===== config.mk =====
export PLATFORM = sky130hd
export DESIGN_NAME = tile_console
export DESIGN_NICKNAME = d
export VERILOG_FILES = /design/src/rtl/tile_console_pkg.sv /design/src/rtl/tile_sweep.sv /design/src/rtl/tile_console.sv
export SDC_FILE = /design/constraint.sdc
export NUM_CORES = 1
export LEC_CHECK = 0
export BUFFER_PORTS_ARGS = -buffer_cell sky130_fd_sc_hd__buf_2
export CORE_UTILIZATION = 61
export CTS_BUF_LIST = sky130_fd_sc_hd__clkbuf_2 sky130_fd_sc_hd__clkbuf_4 sky130_fd_sc_hd__clkbuf_8
export CTS_CLUSTER_SIZE = 30
export DETAILED_ROUTE_END_ITERATION = 8
export GPL_ROUTABILITY_DRIVEN = 0
export PLACE_DENSITY = 0.83
export SYNTH_ARGS = -nofsm -noshare
export SYNTH_HDL_FRONTEND = slang
export SYNTH_SLANG_ARGS = --single-unit

===== constraint.sdc =====
create_clock -name clk -period 2.99 [get_ports clk]
set_clock_uncertainty 0.05 [all_clocks]
set_input_delay 0.1495 -clock clk [delete_from_list [all_inputs] [get_ports clk]]
set_output_delay 0.1495 -clock clk [all_outputs]
set_load 0.01 [all_outputs]

===== src/rtl/tile_console_pkg.sv =====
// Shared constants and state encoding for the character tile write controller.
package tile_console_pkg;

    localparam logic [7:0] CH_BLANK = 8'h20;
    localparam logic [7:0] CH_LF    = 8'h0A;
    localparam logic [7:0] CH_CR    = 8'h0D;
    localparam logic [7:0] CH_BS    = 8'h08;
    localparam logic [7:0] CH_FF    = 8'h0C;

    typedef enum logic [1:0] {
        TC_IDLE    = 2'd0,
        TC_CLR_SCR = 2'd1,
        TC_CLR_ROW = 2'd2
    } tc_state_e;

endpackage


===== src/rtl/tile_sweep.sv =====
// Row-major cell walker used for both full-screen and single-row clears.
module tile_sweep #(
    parameter int COLS = 80,
    parameter int ROWS = 60
) (
    input  logic       clk,
    input  logic       rst,
    input  logic       start_i,
    input  logic       row_mode_i,
    input  logic [5:0] row_i,
    output logic [6:0] x_o,
    output logic [5:0] y_o,
    output logic       done_o
);

    logic       active_q, active_d;
    logic       row_mode_q, row_mode_d;
    logic [6:0] x_q, x_d;
    logic [5:0] y_q, y_d;
    logic       last;

    // Comes out of reset already walking the whole screen.
    always_ff @(posedge clk or posedge rst) begin
        if (rst) begin
            active_q   <= 1'b1;
            row_mode_q <= 1'b0;
            x_q        <= '0;
            y_q        <= '0;
        end else begin
            active_q   <= active_d;
            row_mode_q <= row_mode_d;
            x_q        <= x_d;
            y_q        <= y_d;
        end
    end

    assign last = active_q && (x_q == 7'(COLS - 1))
                && (row_mode_q || (y_q == 6'(ROWS - 1)));

    always_comb begin
        active_d   = active_q;
        row_mode_d = row_mode_q;
        x_d        = x_q;
        y_d        = y_q;
        if (start_i) begin
            active_d   = 1'b1;
            row_mode_d = row_mode_i;
            x_d        = '0;
            y_d        = row_mode_i ? row_i : 6'd0;
        end else if (active_q) begin
            if (last) begin
                active_d = 1'b0;
                x_d      = '0;
            end else if (x_q == 7'(COLS - 1)) begin
                x_d = '0;
                y_d = y_q + 6'd1;
            end else begin
                x_d = x_q + 7'd1;
            end
        end
    end

    assign x_o    = x_q;
    assign y_o    = y_q;
    assign done_o = last;

endmodule


===== src/rtl/tile_console.sv =====
// Write-side controller for the character tile RAM: byte stream in,
// cursor tracking, control codes and clear sweeps out to the write port.
module tile_console
    import tile_console_pkg::*;
#(
    parameter int ZOOM       = 0,
    parameter int STRIDE     = 80,
    parameter int AW         = 13,
    parameter int FONT_WIDTH = 8
) (
    input  logic                  clk,
    input  logic                  rst,
    input  logic [FONT_WIDTH-1:0] char_i,
    input  logic                  valid_i,
    output logic                  ready_o,
    output logic                  wen_o,
    output logic [AW-1:0]         waddr_o,
    output logic [FONT_WIDTH-1:0] wdata_o,
    output logic [6:0]            cur_x_o,
    output logic [5:0]            cur_y_o,
    output logic                  busy_o
);

    localparam int COLS = 80 >> ZOOM;
    localparam int ROWS = 60 >> ZOOM;

    localparam logic [FONT_WIDTH-1:0] BLANK_W = FONT_WIDTH'(CH_BLANK);
    localparam logic [FONT_WIDTH-1:0] LF_W    = FONT_WIDTH'(CH_LF);
    localparam logic [FONT_WIDTH-1:0] CR_W    = FONT_WIDTH'(CH_CR);
    localparam logic [FONT_WIDTH-1:0] BS_W    = FONT_WIDTH'(CH_BS);
    localparam logic [FONT_WIDTH-1:0] FF_W    = FONT_WIDTH'(CH_FF);

    tc_state_e             state_q, state_d;
    logic [6:0]            x_q, x_d;
    logic [5:0]            y_q, y_d;
    logic [5:0]            y_nxt;
    logic                  wen_q, wen_d;
    logic [AW-1:0]         waddr_q, waddr_d;
    logic [FONT_WIDTH-1:0] wdata_q, wdata_d;
    logic                  busy_q;

    logic       sw_start;
    logic       sw_row_mode;
    logic [5:0] sw_row;
    logic [6:0] sw_x;
    logic [5:0] sw_y;
    logic       sw_done;

    // Same y*STRIDE + x form as the read path, evaluated at AW bits.
    function automatic logic [AW-1:0] cell_addr(input logic [6:0] x,
                                                input logic [5:0] y);
        return AW'(y) * AW'(STRIDE) + AW'(x);
    endfunction

    tile_sweep #(
        .COLS(COLS),
        .ROWS(ROWS)
    ) u_sweep (
        .clk       (clk),
        .rst       (rst),
        .start_i   (sw_start),
        .row_mode_i(sw_row_mode),
        .row_i     (sw_row),
        .x_o       (sw_x),
        .y_o       (sw_y),
        .done_o    (sw_done)
    );

    assign y_nxt = (y_q == 6'(ROWS - 1)) ? 6'd0 : y_q + 6'd1;

    always_ff @(posedge clk or posedge rst) begin
        if (rst) begin
            state_q <= TC_CLR_SCR;
            x_q     <= '0;
            y_q     <= '0;
            wen_q   <= 1'b0;
            waddr_q <= '0;
            wdata_q <= '0;
            busy_q  <= 1'b1;
        end else begin
            state_q <= state_d;
            x_q     <= x_d;
            y_q     <= y_d;
            wen_q   <= wen_d;
            waddr_q <= waddr_d;
            wdata_q <= wdata_d;
            busy_q  <= (state_d != TC_IDLE);
        end
    end

    always_comb begin
        state_d     = state_q;
        x_d         = x_q;
        y_d         = y_q;
        wen_d       = 1'b0;
        waddr_d     = waddr_q;
        wdata_d     = wdata_q;
        sw_start    = 1'b0;
        sw_row_mode = 1'b0;
        sw_row      = y_nxt;
        unique case (state_q)
            TC_IDLE: begin
                if (valid_i) begin
                    unique case (1'b1)
                        (char_i >= BLANK_W): begin
                            wen_d   = 1'b1;
                            waddr_d = cell_addr(x_q, y_q);
                            wdata_d = char_i;
                            if (x_q == 7'(COLS - 1)) begin
                                x_d         = '0;
                                y_d         = y_nxt;
                                state_d     = TC_CLR_ROW;
                                sw_start    = 1'b1;
                                sw_row_mode = 1'b1;
                            end else begin
                                x_d = x_q + 7'd1;
                            end
                        end
                        (char_i == LF_W): begin
                            x_d         = '0;
                            y_d         = y_nxt;
                            state_d     = TC_CLR_ROW;
                            sw_start    = 1'b1;
                            sw_row_mode = 1'b1;
                        end
                        (char_i == CR_W): begin
                            x_d = '0;
                        end
                        (char_i == BS_W): begin
                            if (x_q != 7'd0) begin
                                x_d     = x_q - 7'd1;
                                wen_d   = 1'b1;
                                waddr_d = cell_addr(x_q - 7'd1, y_q);
                                wdata_d = BLANK_W;
                            end
                        end
                        (char_i == FF_W): begin
                            state_d  = TC_CLR_SCR;
                            sw_start = 1'b1;
                        end
                        default: ;
                    endcase
                end
            end
            TC_CLR_SCR, TC_CLR_ROW: begin
                wen_d   = 1'b1;
                waddr_d = cell_addr(sw_x, sw_y);
                wdata_d = BLANK_W;
                if (sw_done) begin
                    state_d = TC_IDLE;
                    if (state_q == TC_CLR_SCR) begin
                        x_d = '0;
                        y_d = '0;
                    end
                end
            end
            default: begin
                state_d  = TC_CLR_SCR;
                sw_start = 1'b1;
            end
        endcase
    end

    assign ready_o = (state_q == TC_IDLE);
    assign wen_o   = wen_q;
    assign waddr_o = waddr_q;
    assign wdata_o = wdata_q;
    assign cur_x_o = x_q;
    assign cur_y_o = y_q;
    assign busy_o  = busy_q;

endmodule


* Yosys cells after proc, flatten, opt, wreduce, memory -nomap -nowiden
Index checks and enable logic that the tools add are counted.
** Storage, ports and cells
- Output and inout bits :: 37
- Word-level logic and storage cells :: 107
- Register bits after elaboration :: 53
** Operators by class
- Multiply operators :: 2
- Mux-type cells :: 50
- Equality and inequality tests :: 19
- Order comparisons :: 1
- Reductions and logical operators :: 16
- $add $sub $neg :: 8
** Operator list (count)
- 7-bit 2-to-1 mux :: 9
- 6-bit 2-to-1 mux :: 10
- 13-bit case mux with 2 select lines :: 2
- 13-bit by 7-bit adder with 13-bit output :: 3
- 8-bit by 4-bit == test with 1-bit output, second input constant :: 4
- 8-bit case mux with 2 select lines :: 2
- 13-bit 2-to-1 mux :: 2
- 6-bit case mux with 2 select lines :: 2
- 7-bit case mux with 3 select lines :: 1
- 6-bit by 3-bit multiplier with 9-bit output, second input constant :: 2
- 8-bit 2-to-1 mux :: 2
- 7-bit by 1-bit adder with 7-bit output, second input constant :: 2
- 7-bit == test, second input constant :: 2
- 7-bit case mux with 2 select lines :: 1
- 6-bit by 1-bit adder with 6-bit output, second input constant :: 2
- 6-bit == test, second input constant :: 2
- 6-bit AND reduction :: 2
- 1-bit case mux with 2 select lines :: 5
- 1-bit 2-to-1 mux :: 9
- 8-bit by 6-bit >= comparator with 1-bit output, second input constant :: 1
- 2-bit inequality test, second input constant :: 4
- 2-bit nonzero test :: 4
- 7-bit nonzero test :: 1
- 7-bit by 1-bit subtractor with 7-bit output, second input constant :: 1
- other kinds (14) :: 21

* Longest topological paths before layout
- Depth after elaboration :: 7
- Depth in mapped cells :: 14
- Gate-level depth less buffers :: 12

* Modules after synthesis
From an unflattened synthesis, not the netlist that was laid out.
** Unflattened totals
- Cells, all modules :: 456
- Area, all modules :: 3988.8 sq um
** By module, submodules not included
- tile_console :: area each 3121.7 sq um, instances 1, cells an instance 365
- tile_sweep :: area each 867.1 sq um, instances 1, cells an instance 91

* Least setup slack after synthesis
Ideal clock, no wire load.
- Path kind :: register to register
- From :: register x_q[0] (netlist: cur_x_o[0])
- To :: register waddr_q[10] (netlist: waddr_o[10])
- Setup slack :: 263 ps
- Period minus slack after synthesis :: 2727 ps
- Data required time :: 2812 ps
- Cell stages (with the launch flop) :: 13
- Arrival :: 2548 ps
- Setup time :: 128 ps
- Cell sequence :: dfrtp_1 > inv_1 > ha_1 > nor3b_1 > nand2_1 > nor2_1 > xor2_1 > ha_1 > a21oi_1 > nor4_1 > xnor3_1 > mux2i_1 > o21ai_0
** Between the ends
- Longest elaborated chain between the ends :: 6
- Elaborated cells on any way between the ends :: 10
** Ends and longest elaborated chain
- start: declaration :: line tile_console.sv:34 : logic [6:0] x_q, x_d;
- start signal: assignment :: line tile_console.sv:74 : x_q <= '0;
- start signal: assignment :: line tile_console.sv:82 : x_q <= x_d;
- 7-bit by 1-bit subtractor with 7-bit output :: line tile_console.sv:133 : waddr_d = cell_addr(x_q - 7'd1, y_q);
- 13-bit by 7-bit adder with 13-bit output :: line tile_console.sv:52 : return AW'(y) * AW'(STRIDE) + AW'(x);
- 13-bit 2-to-1 mux :: line tile_console.sv:130 : if (x_q != 7'd0) begin
- 13-bit case mux with 2 select lines :: line tile_console.sv:104 : unique case (1'b1)
- 13-bit 2-to-1 mux :: line tile_console.sv:103 : if (valid_i) begin
- 13-bit case mux with 2 select lines :: line tile_console.sv:101 : unique case (state_q)
- end signal: assignment :: line tile_console.sv:85 : waddr_q <= waddr_d;
- end: declaration :: line tile_console.sv:38 : logic [AW-1:0] waddr_q, waddr_d;
Parallel ways exist; a longest one is shown, timed or not. The select of a mux whose other input is x is not followed.
A chain may end at the register's enable or synchronous reset.

* Worst setup path in the final report
Ends and elaborated chain as after synthesis.

==> impl_results.md <==
* Postcts setup bufs at 0
* Seq/Total Area, Yosys at 0.317
* Io pins at 48
* Worst flop-to-flop path startpoint: cur_x_o[0]$_DFFE_PP0P_
* Hold_ws at 0.00857 ns
* Crit Path Class: flip-flop to flip-flop
* Num CTS Buffers at 5
* Hold endpoint: wdata_o[4]$_DFFE_PP0P_
* Detailed placement HPWL at 8080 um
* First-pass GRT wire length at 18200 um
* Count of nets after finishing at a little under 600
* WL final at 10900 um
* Dominant synthesized flop cell: dfrtp_1
* Worst min path class: input port to flip-flop
* Share of layout cells above drive strength 1 at 0.208
* Worst-Margin Slew at 0.952 ns
* Top cell type by total area after synthesis: dfrtp_1
* Asr flop ratio synth at 1.00
* Mapped Nets at 522
* Synthesized instance count at ~470
* Total GRT Usage at 0.317
* Multiplexer area fraction after synthesis at 0.0253
* Area share of the largest cell type after synthesis at 0.298
* CP Capture Type: flip-flop
* Syn Area/Cell at ~9 sq um
* Startpoint types: flip-flop
* Full die area at 0.00722 sq mm
* Root Driver: clkbuf_8
* Hold Startpoint: char_i[4]
* P&R area growth vs syn at 13.1%
* Drt drc at 8
* Flops & latches, synth at 53
* Vias in the first global route at around 3.8k
* RR Endpoint: waddr_o[10]$_DFFE_PP0P_
* Main combinational cell family by area after synthesis: compound AO/OA/AOI/OAI gates
* Drt initial violations at 268
* RSZ-0062 raised after global routing: yes
* WP data required at 3.11 ns
* Vias at 3906
* Status: complete, but fails checks
* Die Span Y at approximately 85 um
* Post-layout min period at 2.82 ns
* Final setup vio count at 0
* FF-to-FF path depth at 13
* Max Slew Vio Count at 0
* Mapped Area at ~0.0042 sq mm
* CTS clock-pin slew for the worst setup and hold paths at 0.11 ns
* Core area at approximately 0.0065 sq mm
* Pwr Density at around 960 mW/mm^2
* CTS tree: done
* Initial antenna violation count at 0
* Setup TNS Final at 0 ns
* YS warnings at 0
* Simple-Gate Fraction of Synth Area at 0.207
* Port Buffers at between 40 and 50
* H-tree Lvls at 2
* Largest net degree at the start of global routing at 35
* Die Wd at 84.9 um
* Number of enable flip-flop cells after synthesis at 0
* Post-synth cell types at 71
* Highest clock rate at 354 MHz
* Site row count at 29
* Drt wl/cell at roughly 18 um
* Max cap viols at 0
* Global route overflow at 0
* Synth Area in Compound Gates at 0.222
* Hold Path Cell Cnt at 3
* TritonCTS Sinks at 53
* FF-to-FF setup slack at around 0.17 ns
* Synth Area in Adders at 0.117
* Worst skew pair latency at about 0.32 ns
* Max FO, Critical Path at 3
* Violated checks: design-rule violations
* Final worst-path cycle share at 0.944
* Dominant cells by area after synthesis: dfrtp_1 (30%), ha_1 (9.8%), xnor2_1 (4.2%)
* Commonest cells after routing, fill and taps aside: dfrtp_1 (50), buf_2 (47), nand2_1 (44)
* Post-route ant nets at 0
* Vias per cell at 6.39
* VDD IR max at 503 uV
* Fillers at 478
* Slew HR at 0.363
* Synth Area in XOR/XNOR at 0.0566
* P_leak at ~0.0022 uW
* Final Hold Viols at 0
* Starting Density at 0.646
* Worst EP arrival at between 2 and 3 ns
* Router iterations before antenna repair at 9
* Clock buffer depth at 2
* ANT cells at 0
* Commonest non-fill, non-tap cell in the layout: dfrtp_1
where the power goes:
group          internal [uW]  switching, uW
sequential              1030            279
combinational           1200           1640
clock                    171            259
total                   2400           2180
how the worst max path moves through the flow:
| stage | from | to | slack, ns | depth (start not counted) |
|---|---|---|---|---|
| final | cur_x_o[0]$_DFFE_PP0P_ | waddr_o[10]$_DFFE_PP0P_ | 0.17 | 13 |
| after detailed placement | u_sweep.y_o[1]$_DFFE_PP0P_ | waddr_o[10]$_DFFE_PP0P_ | 0.10 | 8 |
| after CTS | u_sweep.y_o[1]$_DFFE_PP0P_ | waddr_o[10]$_DFFE_PP0P_ | 0.05 | 8 |
| after global placement | cur_x_o[0]$_DFFE_PP0P_ | waddr_o[10]$_DFFE_PP0P_ | 0.16 | 13 |
| after floorplan | cur_x_o[0]$_DFFE_PP0P_ | waddr_o[10]$_DFFE_PP0P_ | 0.26 | 12 |
| after global routing | cur_x_o[0]$_DFFE_PP0P_ | waddr_o[10]$_DFFE_PP0P_ | -0.02 | 13 |
routing by layer:
metal	global-route usage	part of all wire
met3	0.0486	0.067
met5	0	0
met4	0.109	0.022
met2	0.501	0.46
met1	0.445	0.45
final cells by class:
type,count,area (sq um),share of cell area
tap,77,96.3,0.0203
clock buffer,5,68.8,0.0145
timing repair buffer,76,455,0.0960
inverter,30,113,0.0237
multi-input combinational,367,2660,0.560
clock inverter,3,26.3,0.00554
sequential,53,1330,0.280
sequential cells by signal, summed over array words and instances (netlist names), 2 cells and up:
register	count
waddr_o	13
wdata_o	8
u_sweep.x_o	7
cur_y_o	6
u_sweep.y_o	6
cur_x_o	7
state_q	2
cell families after synthesis:
family | count (synthesis)
multiplexers | 10
AO/OA/AOI/OAI | 133
flip-flops | 53
adder cells (fa/ha/maj) | 37
buffers and inverters | 54
AND/OR/NAND/NOR | 163
XOR/XNOR | 24
per-stage QoR:
step                       util  total power [uW]  std cells  area, sq um  worst slack, ns
after floorplan               -              3210        474         4200            0.263
after global placement    0.711              3940        602         4620            0.159
after detailed placement  0.711              4060        602         4620            0.103
after CTS                 0.728              4510        611         4730           0.0504
after global routing      0.730              4940        611         4740          -0.0184
final                     0.730              4580        611         4740            0.166
cell usage after synthesis (4+ instances only):
library cell  count
dfrtp_1          50
nand2_1          44
ha_1             33
nor2_1           33
a21oi_1          27
inv_1            26
xnor2_1          20
o21ai_1          18
o21ai_0          13
clkbuf_1         11
nand3_1          11
nor3_1           11
buf_2            10
a31oi_1           9
and3_1            9
nand2b_1          9
mux2i_1           8
a2111oi_0         6
nand4_1           6
nor2b_1           6
o211ai_1          6
o31ai_1           6
or3_1             6
nor4_1            5
o22a_1            5
a211oi_1          4
fa_1              4
inv_2             4
critical path, stage by stage, from the launching register on:
cell and delay, ns:
dfrtp_1 0.39, inv_1 0.11, ha_1 0.19, nor3b_1 0.20, buf_4 0.16, nand2_1 0.06, xnor2_1 0.12, ha_1 0.21
fa_1 0.41, a21oi_1 0.28, nor4_2 0.10, xnor3_1 0.18, mux2i_1 0.13, o21ai_0 0.08
timing repair:
action	CTS	global route
setup endpoints to repair	0	3
endpoints found under the hold margin	33	0
hold buffers	1	0
gates resized for setup	0	4
(Power assumes the default switching activity.)
